==> src/rtl/uart_rx_oversampled.sv <==
// UART receiver: two-flop synchroniser, mid-bit 3-sample majority vote,
// optional parity, 1-2 stop bits and a one-entry valid/ready holding register.
module uart_rx_oversampled #(
    parameter int CLK_HZ     = 50000000,
    parameter int BAUD_RATE  = 9600,
    parameter int OVERSAMPLE = 16,
    parameter int DATA_BITS  = 8,
    parameter int PARITY     = 0,
    parameter int STOP_BITS  = 1
) (
    input  logic                 clk50Mhz,
    input  logic                 reset,
    input  logic                 portRX,
    output logic [DATA_BITS-1:0] data,
    output logic                 valid,
    input  logic                 ready,
    output logic                 parity_err,
    output logic                 frame_err,
    output logic                 overrun,
    output logic                 busy
);
    localparam int DIV    = CLK_HZ / (BAUD_RATE * OVERSAMPLE);
    localparam int DIV_W  = (DIV > 1) ? $clog2(DIV) : 1;
    localparam int TICK_W = $clog2(OVERSAMPLE);
    localparam int MID    = OVERSAMPLE / 2;

    localparam logic [DIV_W-1:0]  DIV_LAST  = DIV_W'(DIV - 1);
    localparam logic [TICK_W-1:0] TICK_A    = TICK_W'(MID - 1);
    localparam logic [TICK_W-1:0] TICK_B    = TICK_W'(MID);
    localparam logic [TICK_W-1:0] TICK_C    = TICK_W'(MID + 1);
    localparam logic [TICK_W-1:0] TICK_LAST = TICK_W'(OVERSAMPLE - 1);
    localparam logic [3:0]        DATA_LAST = 4'(DATA_BITS);
    localparam logic [3:0]        STOP_LAST = 4'(STOP_BITS - 1);

    localparam logic [2:0] S_IDLE   = 3'd0;
    localparam logic [2:0] S_START  = 3'd1;
    localparam logic [2:0] S_DATA   = 3'd2;
    localparam logic [2:0] S_PARITY = 3'd3;
    localparam logic [2:0] S_STOP   = 3'd4;

    logic                 rx_meta;
    logic                 rx_s;
    logic [2:0]           state;
    logic [DIV_W-1:0]     div_cnt;
    logic [TICK_W-1:0]    tick_cnt;
    logic [3:0]           bit_cnt;
    logic                 tick;
    logic                 sample_a;
    logic                 sample_b;
    logic                 decide;
    logic                 bit_end;
    logic                 samp_a;
    logic                 samp_b;
    logic                 majority;
    logic                 par_expect;
    logic [DATA_BITS-1:0] shift_reg;
    logic                 perr_pend;
    logic                 ferr_pend;
    logic                 armed;
    logic                 done;
    logic [DATA_BITS-1:0] frame_data;
    logic                 frame_perr;
    logic                 frame_ferr;

    always_ff @(posedge clk50Mhz or posedge reset) begin
        if (reset) begin
            rx_meta <= 1'b1;
            rx_s    <= 1'b1;
        end else begin
            rx_meta <= portRX;
            rx_s    <= rx_meta;
        end
    end

    assign tick     = (state != S_IDLE) && (div_cnt == DIV_LAST);
    assign sample_a = tick && (tick_cnt == TICK_A);
    assign sample_b = tick && (tick_cnt == TICK_B);
    assign decide   = tick && (tick_cnt == TICK_C);
    assign bit_end  = tick && (tick_cnt == TICK_LAST);

    // The third sample is the live rx_s, so the vote resolves on the decide tick itself.
    assign majority   = (samp_a & samp_b) | (samp_a & rx_s) | (samp_b & rx_s);
    assign par_expect = (^shift_reg) ^ (PARITY == 2);
    assign busy       = (state != S_IDLE);

    always_ff @(posedge clk50Mhz or posedge reset) begin
        if (reset) begin
            div_cnt <= '0;
        end else if ((state == S_IDLE) || tick) begin
            div_cnt <= '0;
        end else begin
            div_cnt <= div_cnt + DIV_W'(1);
        end
    end

    always_ff @(posedge clk50Mhz or posedge reset) begin
        if (reset) begin
            tick_cnt <= '0;
        end else if (state == S_IDLE) begin
            tick_cnt <= '0;
        end else if (tick) begin
            tick_cnt <= bit_end ? '0 : tick_cnt + TICK_W'(1);
        end
    end

    always_ff @(posedge clk50Mhz or posedge reset) begin
        if (reset) begin
            samp_a <= 1'b1;
            samp_b <= 1'b1;
        end else begin
            if (sample_a) samp_a <= rx_s;
            if (sample_b) samp_b <= rx_s;
        end
    end

    always_ff @(posedge clk50Mhz or posedge reset) begin
        if (reset) begin
            state      <= S_IDLE;
            bit_cnt    <= '0;
            shift_reg  <= '0;
            perr_pend  <= 1'b0;
            ferr_pend  <= 1'b0;
            armed      <= 1'b0;
            done       <= 1'b0;
            frame_data <= '0;
            frame_perr <= 1'b0;
            frame_ferr <= 1'b0;
        end else begin
            done <= 1'b0;
            case (state)
                S_IDLE: begin
                    bit_cnt <= '0;
                    // After a completed frame the line must return high before a new start is accepted.
                    if (!armed) begin
                        armed <= rx_s;
                    end else if (!rx_s) begin
                        state     <= S_START;
                        perr_pend <= 1'b0;
                        ferr_pend <= 1'b0;
                    end
                end
                S_START: begin
                    if (decide && majority) begin
                        state <= S_IDLE;
                    end else if (bit_end) begin
                        state <= S_DATA;
                    end
                end
                S_DATA: begin
                    if (decide) begin
                        shift_reg <= {majority, shift_reg[DATA_BITS-1:1]};
                        bit_cnt   <= bit_cnt + 4'd1;
                    end
                    if (bit_end && (bit_cnt == DATA_LAST)) begin
                        bit_cnt <= '0;
                        state   <= (PARITY != 0) ? S_PARITY : S_STOP;
                    end
                end
                S_PARITY: begin
                    if (decide && (majority != par_expect)) perr_pend <= 1'b1;
                    if (bit_end) state <= S_STOP;
                end
                S_STOP: begin
                    if (decide) begin
                        if (!majority) ferr_pend <= 1'b1;
                        // Complete at the last stop-bit vote so the next start edge is never missed.
                        if (bit_cnt == STOP_LAST) begin
                            done       <= 1'b1;
                            frame_data <= shift_reg;
                            frame_perr <= perr_pend;
                            frame_ferr <= ferr_pend | ~majority;
                            armed      <= 1'b0;
                            state      <= S_IDLE;
                        end else begin
                            bit_cnt <= bit_cnt + 4'd1;
                        end
                    end
                end
                default: state <= S_IDLE;
            endcase
        end
    end

    // Holding register: a completing frame always wins over a same-cycle consume.
    always_ff @(posedge clk50Mhz or posedge reset) begin
        if (reset) begin
            data       <= '0;
            valid      <= 1'b0;
            parity_err <= 1'b0;
            frame_err  <= 1'b0;
            overrun    <= 1'b0;
        end else begin
            overrun <= done && valid && !ready;
            if (done && (!valid || ready)) begin
                data       <= frame_data;
                parity_err <= frame_perr;
                frame_err  <= frame_ferr;
                valid      <= 1'b1;
            end else if (valid && ready) begin
                valid <= 1'b0;
            end
        end
    end
endmodule
==> config.mk <==
export PLATFORM = sky130hd
export DESIGN_NAME = uart_rx_oversampled
export DESIGN_NICKNAME = d
export VERILOG_FILES = /design/src/rtl/uart_rx_oversampled.sv
export SDC_FILE = /design/constraint.sdc
export NUM_CORES = 1
export LEC_CHECK = 0
export CAP_MARGIN = 15
export CORE_MARGIN = 10
export CORE_UTILIZATION = 53
export DETAILED_ROUTE_END_ITERATION = 7
export PLACE_DENSITY_LB_ADDON = 0.1
export SYNTH_ARGS = -nofsm -noshare
export SYNTH_HDL_FRONTEND = slang
export SYNTH_SLANG_ARGS = --single-unit
==> constraint.sdc <==
create_clock -name clk50Mhz -period 2.1 [get_ports clk50Mhz]
set_input_delay 0.42 -clock clk50Mhz [delete_from_list [all_inputs] [get_ports clk50Mhz]]
set_output_delay 0.42 -clock clk50Mhz [all_outputs]
set_load 0.1 [all_outputs]
Yosys cells after proc, flatten, opt, wreduce, memory -nomap -nowiden
Cells that the tools add are included.
{ "word_totals": {"ff_bits": 58, "in_bits": 4, "output_inout_bits": 13, "wordCells": 119} }
{ "op_classes": {"n_addsub": 3, "eq_ne": 22, "muxes": 34, "bitwise_logic": 7, "reduce_logical": 32} }
{ "ops": {"columns": ["cell", "count"], "rows": [
  ["4-bit two-way mux", 7],
  ["3-bit two-way mux", 8],
  ["2-bit != test, second input constant", 9],
  ["4-bit equality test, second input constant", 4],
  ["3-bit one-hot mux with 5 select lines", 1],
  ["1-bit two-way mux", 13],
  ["1-bit logical AND", 12],
  ["4-bit one-hot mux with 3 select lines", 1],
  ["9-bit by 1-bit adder with 9-bit output, second input constant", 1],
  ["9-bit equality test, second input constant", 1],
  ["9-bit two-way mux", 1],
  ["4-bit by 1-bit adder with 4-bit output, second input constant", 2],
  ["4-bit AND reduction", 2],
  ["2-bit nonzero test", 4],
  ["8-bit XOR reduction", 1],
  ["7-bit AND reduction", 1],
  ["3-bit by 2-bit equality test with 1-bit output, second input constant", 2],
  ["3-bit != test, second input constant", 2],
  ["1-bit one-hot mux with 2 select lines", 3],
  ["3-bit AND reduction", 2],
  ["3-bit nonzero test", 2],
  ["5-bit AND reduction", 1],
  ["4-bit by 3-bit equality test with 1-bit output, second input constant", 1],
  ["4-bit zero test", 1],
  ["10 further kinds", 16]
]} }

Depth between registers and ports, before layout
Gate-level depths: netlist of the first run.
{ "logic_depth": {"ltp_word": 7, "ltp_mapped": 8, "ltp_nobuf": 7} }

Least setup slack after synthesis of the first run
Ideal clock, no wire load.
{ "synth_path": {"kind": "register to register", "start": "register bit_cnt[0]", "end": "register frame_data[0]", "setup_time_ns": 0.125, "t_arrival_ns": 1.918, "t_required_ns": 1.975, "path_slack_ns": 0.058, "path_stages_with_launch": 8, "n_path_buf": 1, "synth_period_minus_slack_ns": 2.042, "path_cell_list": "dfrtp_1 inv_1 ha_1 or3b_1 nor4_1 and2b_1 buf_2 mux2_2"} }
{ "synth_between": {"elab_chain_cells": 2} }
{ "synth_rtl": {"columns": ["element", "line_no", "rtl"], "rows": [
  ["from (decl)", "46", "logic [3:0] bit_cnt;"],
  ["from (signal assigned)", "152", "bit_cnt <= bit_cnt + 4'd1;"],
  ["from (signal assigned)", "175", "bit_cnt <= bit_cnt + 4'd1;"],
  ["4-bit zero test", "167", "if (bit_cnt == STOP_LAST) begin"],
  ["3-bit AND reduction (no source line)", null, null],
  ["to (signal assigned)", "169", "frame_data <= shift_reg;"],
  ["to (decl)", "61", "logic [DATA_BITS-1:0] frame_data;"]
]} }
No other way between the ends.
A chain may end at the register's enable or synchronous reset.

Worst setup path in the final report of the first run
{ "layout_path": {"start": "register bit_cnt[0]", "end": "register frame_data[1]"} }
The elaborated chain is that of the path after synthesis.

==> results.sh, run 1 <==
export IMPL_reg2reg_depth=7
export IMPL_largest_reg_flops=9
export IMPL_muxShareOfSynthArea_pct=12.8
export IMPL_grt_usage_pct=12.5
export IMPL_num_vias=1806
export IMPL_vdd_drop_max_mv=1.03
export IMPL_max_slew_margin_rel_pct=71.0
export IMPL_drt_first_iter_violations=38
export IMPL_syn_avg_cell_area_um2=12.1
export IMPL_worstReg2RegEnd="frame_data[1]"
export IMPL_chipHeight_um=91.9
export IMPL_synth_top_area_share_pct=49.3
export IMPL_start_kind="flip-flop"
export IMPL_worstSetupEndpointType="flip-flop"
export IMPL_coreArea_um2=5070
export IMPL_synth_top_family_by_area="simple AND/OR/NAND/NOR gates"
export IMPL_antenna_found_initial=0
export IMPL_period_share_pct=102
export IMPL_wire_per_inst_um=15.1
export IMPL_crit_type="flip-flop to flip-flop"
export IMPL_grt_pass1_wl_mm=8.55
export IMPL_synth_nets=238
export IMPL_min_period_ps=2140
export IMPL_fin_tns_setup_ps=-161
export IMPL_ys_ff_latch=58
export IMPL_combPwrFrac_pct=24.2
export IMPL_cts_root_buffer="clkbuf_8"
export IMPL_grt_setup_unrepaired="yes"
export IMPL_status="complete, but fails checks"
export IMPL_route_detailed_drc=0
export IMPL_p_sw_share_pct=31.0
export IMPL_cap_violations=0
export IMPL_dp_hpwl_mm=3.29
export IMPL_htreeDepth=3
export IMPL_antenna_cells=0
export IMPL_intPower_w=0.00214
export IMPL_clk_latency_ps=330
export IMPL_io_pins=17
export IMPL_post_route_util_pct=67.0
export IMPL_grt_max_degree=59
export IMPL_routed_wl_mm=5.17
export IMPL_reg2reg_slack_ps=-40
export IMPL_pwr_share_clk_pct=34.0
export IMPL_power_leakage_nw=1.56
export IMPL_nFillCells=379
export IMPL_io_buffers=16
export IMPL_die_w_um=91.9
export IMPL_synth_area_um2=2740
export IMPL_path_clk_slew_ps=70
export IMPL_synthCells=227
export IMPL_failed_checks="negative setup slack"
export IMPL_clock_skew_ps=7.65
export IMPL_gr_total_overflow=0
export IMPL_layout_drive_gt1_share_pct=37.4
export IMPL_synthFlopType="dfrtp_1"
export IMPL_crit_path_start="bit_cnt[0]"
export IMPL_hold_buffers=0
export IMPL_synth_async_sr_flop_share_pct=100
export IMPL_power_density_nw_per_um2=912
export IMPL_cts_tree="built"
export IMPL_detail_route_antenna_nets=0
export IMPL_via_per_inst=5.27
export IMPL_timing_rr_start="bit_cnt[0]"
export IMPL_path_max_fanout=5
export IMPL_synth_largest_area_cell="dfrtp_1"
export IMPL_ys_top_cells_by_area="dfrtp_1 (49%), mux2_2 (12%), dfstp_2 (3.8%)"
export IMPL_switchingPower_w=0.000960
export IMPL_initial_core_util_pct=54.0
export IMPL_setup_slack_ps=-42.6
export IMPL_multi_input_area_um2=1270
export IMPL_arrival_ps=2350
export IMPL_num_nets_final=280
export IMPL_seqCellArea_um2=1460
export IMPL_drv_slew=0
export IMPL_synth_simple_area_share_pct=16.9
export IMPL_cts_buffers=9
export IMPL_synthXorXnorAreaFrac_pct=5.11
export IMPL_p_seq_share_pct=41.9
export IMPL_setup_viol=9
export IMPL_hold_viol_final=0
export IMPL_max_freq_ghz=0.467
export IMPL_synth_compound_area_share_pct=5.16
export IMPL_synth_edff_count=0
export IMPL_seq_area_frac_synth_pct=53.1
export IMPL_clock_sinks=58
export IMPL_die_area_um2=8450
export IMPL_area_growth_syn_to_layout_pct=24.1
export IMPL_gp_congestion=0.788
export IMPL_hp_class="flip-flop to flip-flop"
export IMPL_worst_pin_slew_ps=431
export IMPL_cts_buffer_depth=2
export IMPL_synth_cell_types=43
export IMPL_num_rows=26
export IMPL_cp_required_ps=2310
export IMPL_grt_pass1_vias=1825
export IMPL_synthAdderAreaFrac_pct=3.56
export IMPL_yosys_warnings=0
export IMPL_cp_endpoint="frame_data[1]"
export IMPL_regMostFlops="div_cnt"
export IMPL_dr_pass1_iters=4
export IMPL_whs_ps=357
## worst min-delay path by stage
stage                       start   end  depth (start not counted)
after CTS                 rx_meta  rx_s                          0
after global placement    rx_meta  rx_s                          0
after detailed placement  rx_meta  rx_s                          0
after global routing      rx_meta  rx_s                          0
after floorplan           rx_meta  rx_s                          0
final                     rx_meta  rx_s                          0
## layout by cell type (no fill, tap or decap), drive strengths merged, types with 4 or more instances in the layout
cell type and instances:
dfrtp 54, buf 32, mux2 30, nand2 16
nor2 16, clkbuf 14, inv 13, xnor2 11
o21ai 8, nand3 7, nor3 7, ha 7
nor4 6, xor2 5, nand2b 4, a21oi 4
dfstp 4
## synthesized netlist by cell type (4+ instances only)
cell type,instances
dfrtp_1,54
xnor2_1,11
nor2_1,16
nand3_1,7
mux2_2,28
nor4_1,4
inv_1,13
o21ai_0,8
ha_1,7
dfstp_2,4
nor3_1,5
a21oi_1,4
nand2b_1,4
xor2_1,5
nand2_1,16
## layout make-up
type,instances,area share [%]
inverters,13,1.43
repair buffers,36,9.79
multi-input cells,151,37.3
flip-flops and latches,58,42.9
well taps,70,2.58
clock buffers,13,4.97
clock inverters,2,1.03
## power by group through the flow
| stage | sequential, W | combinational, W | clock, W |
|---|---|---|---|
| 2_1_floorplan | 0.00124 | 0.000589 | 0 |
| 3_3_place_gp | 0.00131 | 0.000719 | 0 |
| 3_5_place_dp | 0.00131 | 0.000723 | 0 |
| 4_1_cts | 0.00129 | 0.000728 | 0.00109 |
| 5_1_grt | 0.00131 | 0.000818 | 0.00113 |
| 6_report | 0.00130 | 0.000749 | 0.00105 |
## critical path: stages (launching register included)
cell and delay [ps]:
dfrtp_1 400, inv_2 100, ha_4 130, or3b_4 390, nor4_4 290, and2b_2 250
clkbuf_16 160, mux2_2 320
## logic make-up (layout without fill, tap and decap cells)
kind of cell	count (synthesis)	after routing
AO/OA/AOI/OAI	22	22
XOR/XNOR	16	16
adder cells (fa/ha/maj)	8	8
buffers and inverters	18	64
flip-flops	58	58
multiplexers	31	31
AND/OR/NAND/NOR	74	74
## routing by layer
| layer | up-vias | routed length [µm] | global-route usage [%] |
|---|---|---|---|
| li1 | 868 | - | - |
| met1 | 900 | 2390 | 15.2 |
| met2 | 26 | 2470 | 19.3 |
| met3 | 12 | 195 | 3.59 |
| met4 | 0 | 115 | 7.46 |
| met5 | - | 0 | 0 |
## through the flow
stage	worst slack [ps]	total power (W)	instances	area (µm²)
final	-42.6	0.00310	343	3400
after global routing	-87.7	0.00326	343	3400
after floorplan	57.7	0.00183	227	2740
after CTS	14.6	0.00311	335	3250
after global placement	72.7	0.00203	320	3040
after detailed placement	-32.7	0.00203	320	3040
## timing repair
| item | in CTS | in global routing |
|---|---|---|
| cloned | 0 | 1 |
| setup buffers | 0 | 7 |
| pin swaps | 0 | 3 |
| endpoints found under the setup margin | 9 | 13 |
| gates resized for setup | 1 | 21 |
No activity file was read; power rests on OpenSTA's default activity.
==> inputs of run 2 (changes only) <==
--- a/config.mk
+++ b/config.mk
@@ -5,9 +5,11 @@
 export SDC_FILE = /design/constraint.sdc
 export NUM_CORES = 1
 export LEC_CHECK = 0
+export ABC_CLOCK_PERIOD_IN_PS = 2100
 export CAP_MARGIN = 15
 export CORE_MARGIN = 10
 export CORE_UTILIZATION = 53
+export CTS_CLUSTER_DIAMETER = 200
 export DETAILED_ROUTE_END_ITERATION = 7
 export PLACE_DENSITY_LB_ADDON = 0.1
 export SYNTH_ARGS = -nofsm -noshare
==> results of run 2 <==
Same layout as run 1: the final DEF is identical, and so are final timing and power.
==> inputs of run 3 (changes only) <==
--- a/config.mk
+++ b/config.mk
@@ -5,10 +5,12 @@
 export SDC_FILE = /design/constraint.sdc
 export NUM_CORES = 1
 export LEC_CHECK = 0
-export ABC_CLOCK_PERIOD_IN_PS = 2100
+export ABC_CLOCK_PERIOD_IN_PS = 2500
 export CAP_MARGIN = 15
+export CELL_PAD_IN_SITES_DETAIL_PLACEMENT = 1
+export CELL_PAD_IN_SITES_GLOBAL_PLACEMENT = 2
 export CORE_MARGIN = 10
-export CORE_UTILIZATION = 53
+export CORE_UTILIZATION = 43
 export CTS_CLUSTER_DIAMETER = 200
 export DETAILED_ROUTE_END_ITERATION = 7
 export PLACE_DENSITY_LB_ADDON = 0.1
==> constraint.sdc (replaced) <==
create_clock -name clk50Mhz -period 2.5 [get_ports clk50Mhz]
set_input_delay 0.5 -clock clk50Mhz [delete_from_list [all_inputs] [get_ports clk50Mhz]]
set_output_delay 0.5 -clock clk50Mhz [all_outputs]
set_load 0.1 [all_outputs]
==> results.sh, run 3 (synthesized netlist as in run 1, its figures left out) <==
export IMPL_cap_violations=0
export IMPL_power_density_nw_per_um2=825
export IMPL_initial_core_util_pct=43.7
export IMPL_area_growth_syn_to_layout_pct=16.7
export IMPL_layout_drive_gt1_share_pct=28.7
export IMPL_fin_tns_setup_ps=0
export IMPL_arrival_ps=2460
export IMPL_placedCellCount=319
export IMPL_grt_busiest_layer="met2"
export IMPL_reg2reg_slack_ps=260
export IMPL_grt_max_degree=38
export IMPL_status="complete, no violations"
export IMPL_antenna_cells=0
export IMPL_use_met1_pct=13.4
export IMPL_chipHeight_um=99.8
export IMPL_grt_usage_pct=11.8
export IMPL_path_max_fanout=12
export IMPL_cts_buffers=9
export IMPL_post_route_util_pct=50.9
export IMPL_dp_hpwl_mm=3.81
export IMPL_vdd_drop_max_mv=0.894
export IMPL_use_met2_pct=19.8
export IMPL_antenna_found_initial=0
export IMPL_hold_depth=0
export IMPL_coreArea_um2=6280
export IMPL_cts_tree="built"
export IMPL_die_w_um=99.8
export IMPL_worstSetupEndpointType="flip-flop"
export IMPL_nFillCells=687
export IMPL_worst_pin_slew_ps=481
export IMPL_drt_first_iter_violations=43
export IMPL_min_delay_start="rx_meta"
export IMPL_detail_route_antenna_nets=0
export IMPL_grt_use_met3_pct=3.91
export IMPL_num_nets_final=264
export IMPL_wire_per_inst_um=15.8
export IMPL_fin_cells=335
export IMPL_cp_cell_sequence="inv_1 > ha_1 > or3b_1 > nor4_1 > and2b_1 > buf_4 > mux2_2"
export IMPL_clock_sinks=58
export IMPL_largest_reg_flops=9
export IMPL_timing_rr_start="bit_cnt[0]"
export IMPL_layout_common_cells="dfrtp_1 (54), mux2_2 (28), nor2_1 (16), nand2_1 (16), buf_4 (15)"
export IMPL_worstReg2RegEnd="frame_data[4]"
export IMPL_cts_resized=0
export IMPL_cp_slowest_stage_delay_ps=400
export IMPL_start_kind="flip-flop"
export IMPL_dr_pass1_iters=4
export IMPL_gp_congestion=0.716
export IMPL_routed_wl_mm=5.31
export IMPL_crit_type="flip-flop to flip-flop"
export IMPL_hold_buffers=0
export IMPL_total_power_w=0.00264
export IMPL_post_cts_buffers=0
export IMPL_cp_required_ps=2720
export IMPL_via_per_inst=5.15
export IMPL_min_period_ps=2240
export IMPL_max_freq_ghz=0.446
export IMPL_grt_setup_unrepaired="no"
export IMPL_cts_root_buffer="clkbuf_8"
export IMPL_die_area_um2=9970
export IMPL_crit_slowest_cell="dfrtp_1"
export IMPL_cp_num_buf_inv=2
export IMPL_period_share_pct=89.7
export IMPL_crit_family="simple AND/OR/NAND/NOR gates"
export IMPL_grt_pass1_vias=1914
export IMPL_final_common_cell="dfrtp_1"
export IMPL_setup_viol=0
export IMPL_cts_buffer_depth=2
export IMPL_clk_latency_ps=340
export IMPL_path_clk_slew_ps=70
export IMPL_hp_class="flip-flop to flip-flop"
export IMPL_num_rows=29
export IMPL_power_leakage_nw=1.47
export IMPL_io_buffers=16
export IMPL_regMostFlops="div_cnt"
export IMPL_drv_slew=0
export IMPL_grt_pass1_wl_mm=9.32
export IMPL_htreeDepth=3
export IMPL_cp_num_cells=7
export IMPL_io_pins=17
export IMPL_clock_skew_ps=5.43
export IMPL_max_slew_margin_rel_pct=67.9
export IMPL_hold_viol_final=0
export IMPL_min_to="rx_s"
export IMPL_gr_total_overflow=0
export IMPL_reg2reg_depth=7
export IMPL_route_detailed_drc=0
export IMPL_num_vias=1724
## run 3: cell count changes in the layout (fill, tap and decap cells not counted), moves of 2 or more
cell and delta:
clkbuf_8 -2, nor4_4 -2, mux2_2 +5, ha_1 +2, inv_1 +2, inv_2 -2
buf_4 -14, mux2_4 -6, dfrtp_2 -2, dfrtp_1 +2
## run 3: how the worst max path moves through the flow
stage	startpoint	slack [ps]	to
floorplan	bit_cnt[0]	460	frame_data[0]
global placement	bit_cnt[0]	300	frame_data[7]
detailed placement	bit_cnt[0]	280	frame_data[4]
CTS	bit_cnt[0]	220	frame_data[4]
global route	bit_cnt[0]	110	frame_data[4]
finish	bit_cnt[0]	260	frame_data[4]
## run 3: final cells by class
type	count	area, µm²	area share [%]
flip-flops and latches	58	1460	45.5
multi-input cells	151	1190	37.4
repair buffers	20	183	5.71
clock buffers	11	141	4.42
well taps	77	96.3	3.01
clock inverters	5	77.6	2.43
inverters	13	48.8	1.53
## run 3: stage by stage
stage / worst slack [ps] / cell area (µm²) / hold slack, ps
after floorplan: 458 / 2740 / 345
after global placement: 299 / 2980 / 347
after detailed placement: 283 / 2980 / 348
after CTS: 219 / 3200 / 358
after global routing: 111 / 3200 / 365
final: 257 / 3200 / 357
## run 3: per-layer routing
layer	up-vias	share of wire [%]
met5	-	0
met3	12	3.1
met2	19	51
met1	855	44
met4	0	2.0
li1	838	-
## run 3: worst reg2reg max path: stages, from the launching register on
cell	delay (ps)
dfrtp_1	400
inv_1	100
ha_1	180
or3b_1	390
nor4_1	320
and2b_1	180
buf_4	210
mux2_2	360
## run 3: power breakdown
group	internal (W)	leakage (nW)	switching [W]	total [W]
Clock	0.000585	0.109	0.000381	0.000966
Sequential	0.000994	0.782	0.000112	0.00111
Combinational	0.000223	0.576	0.000343	0.000566
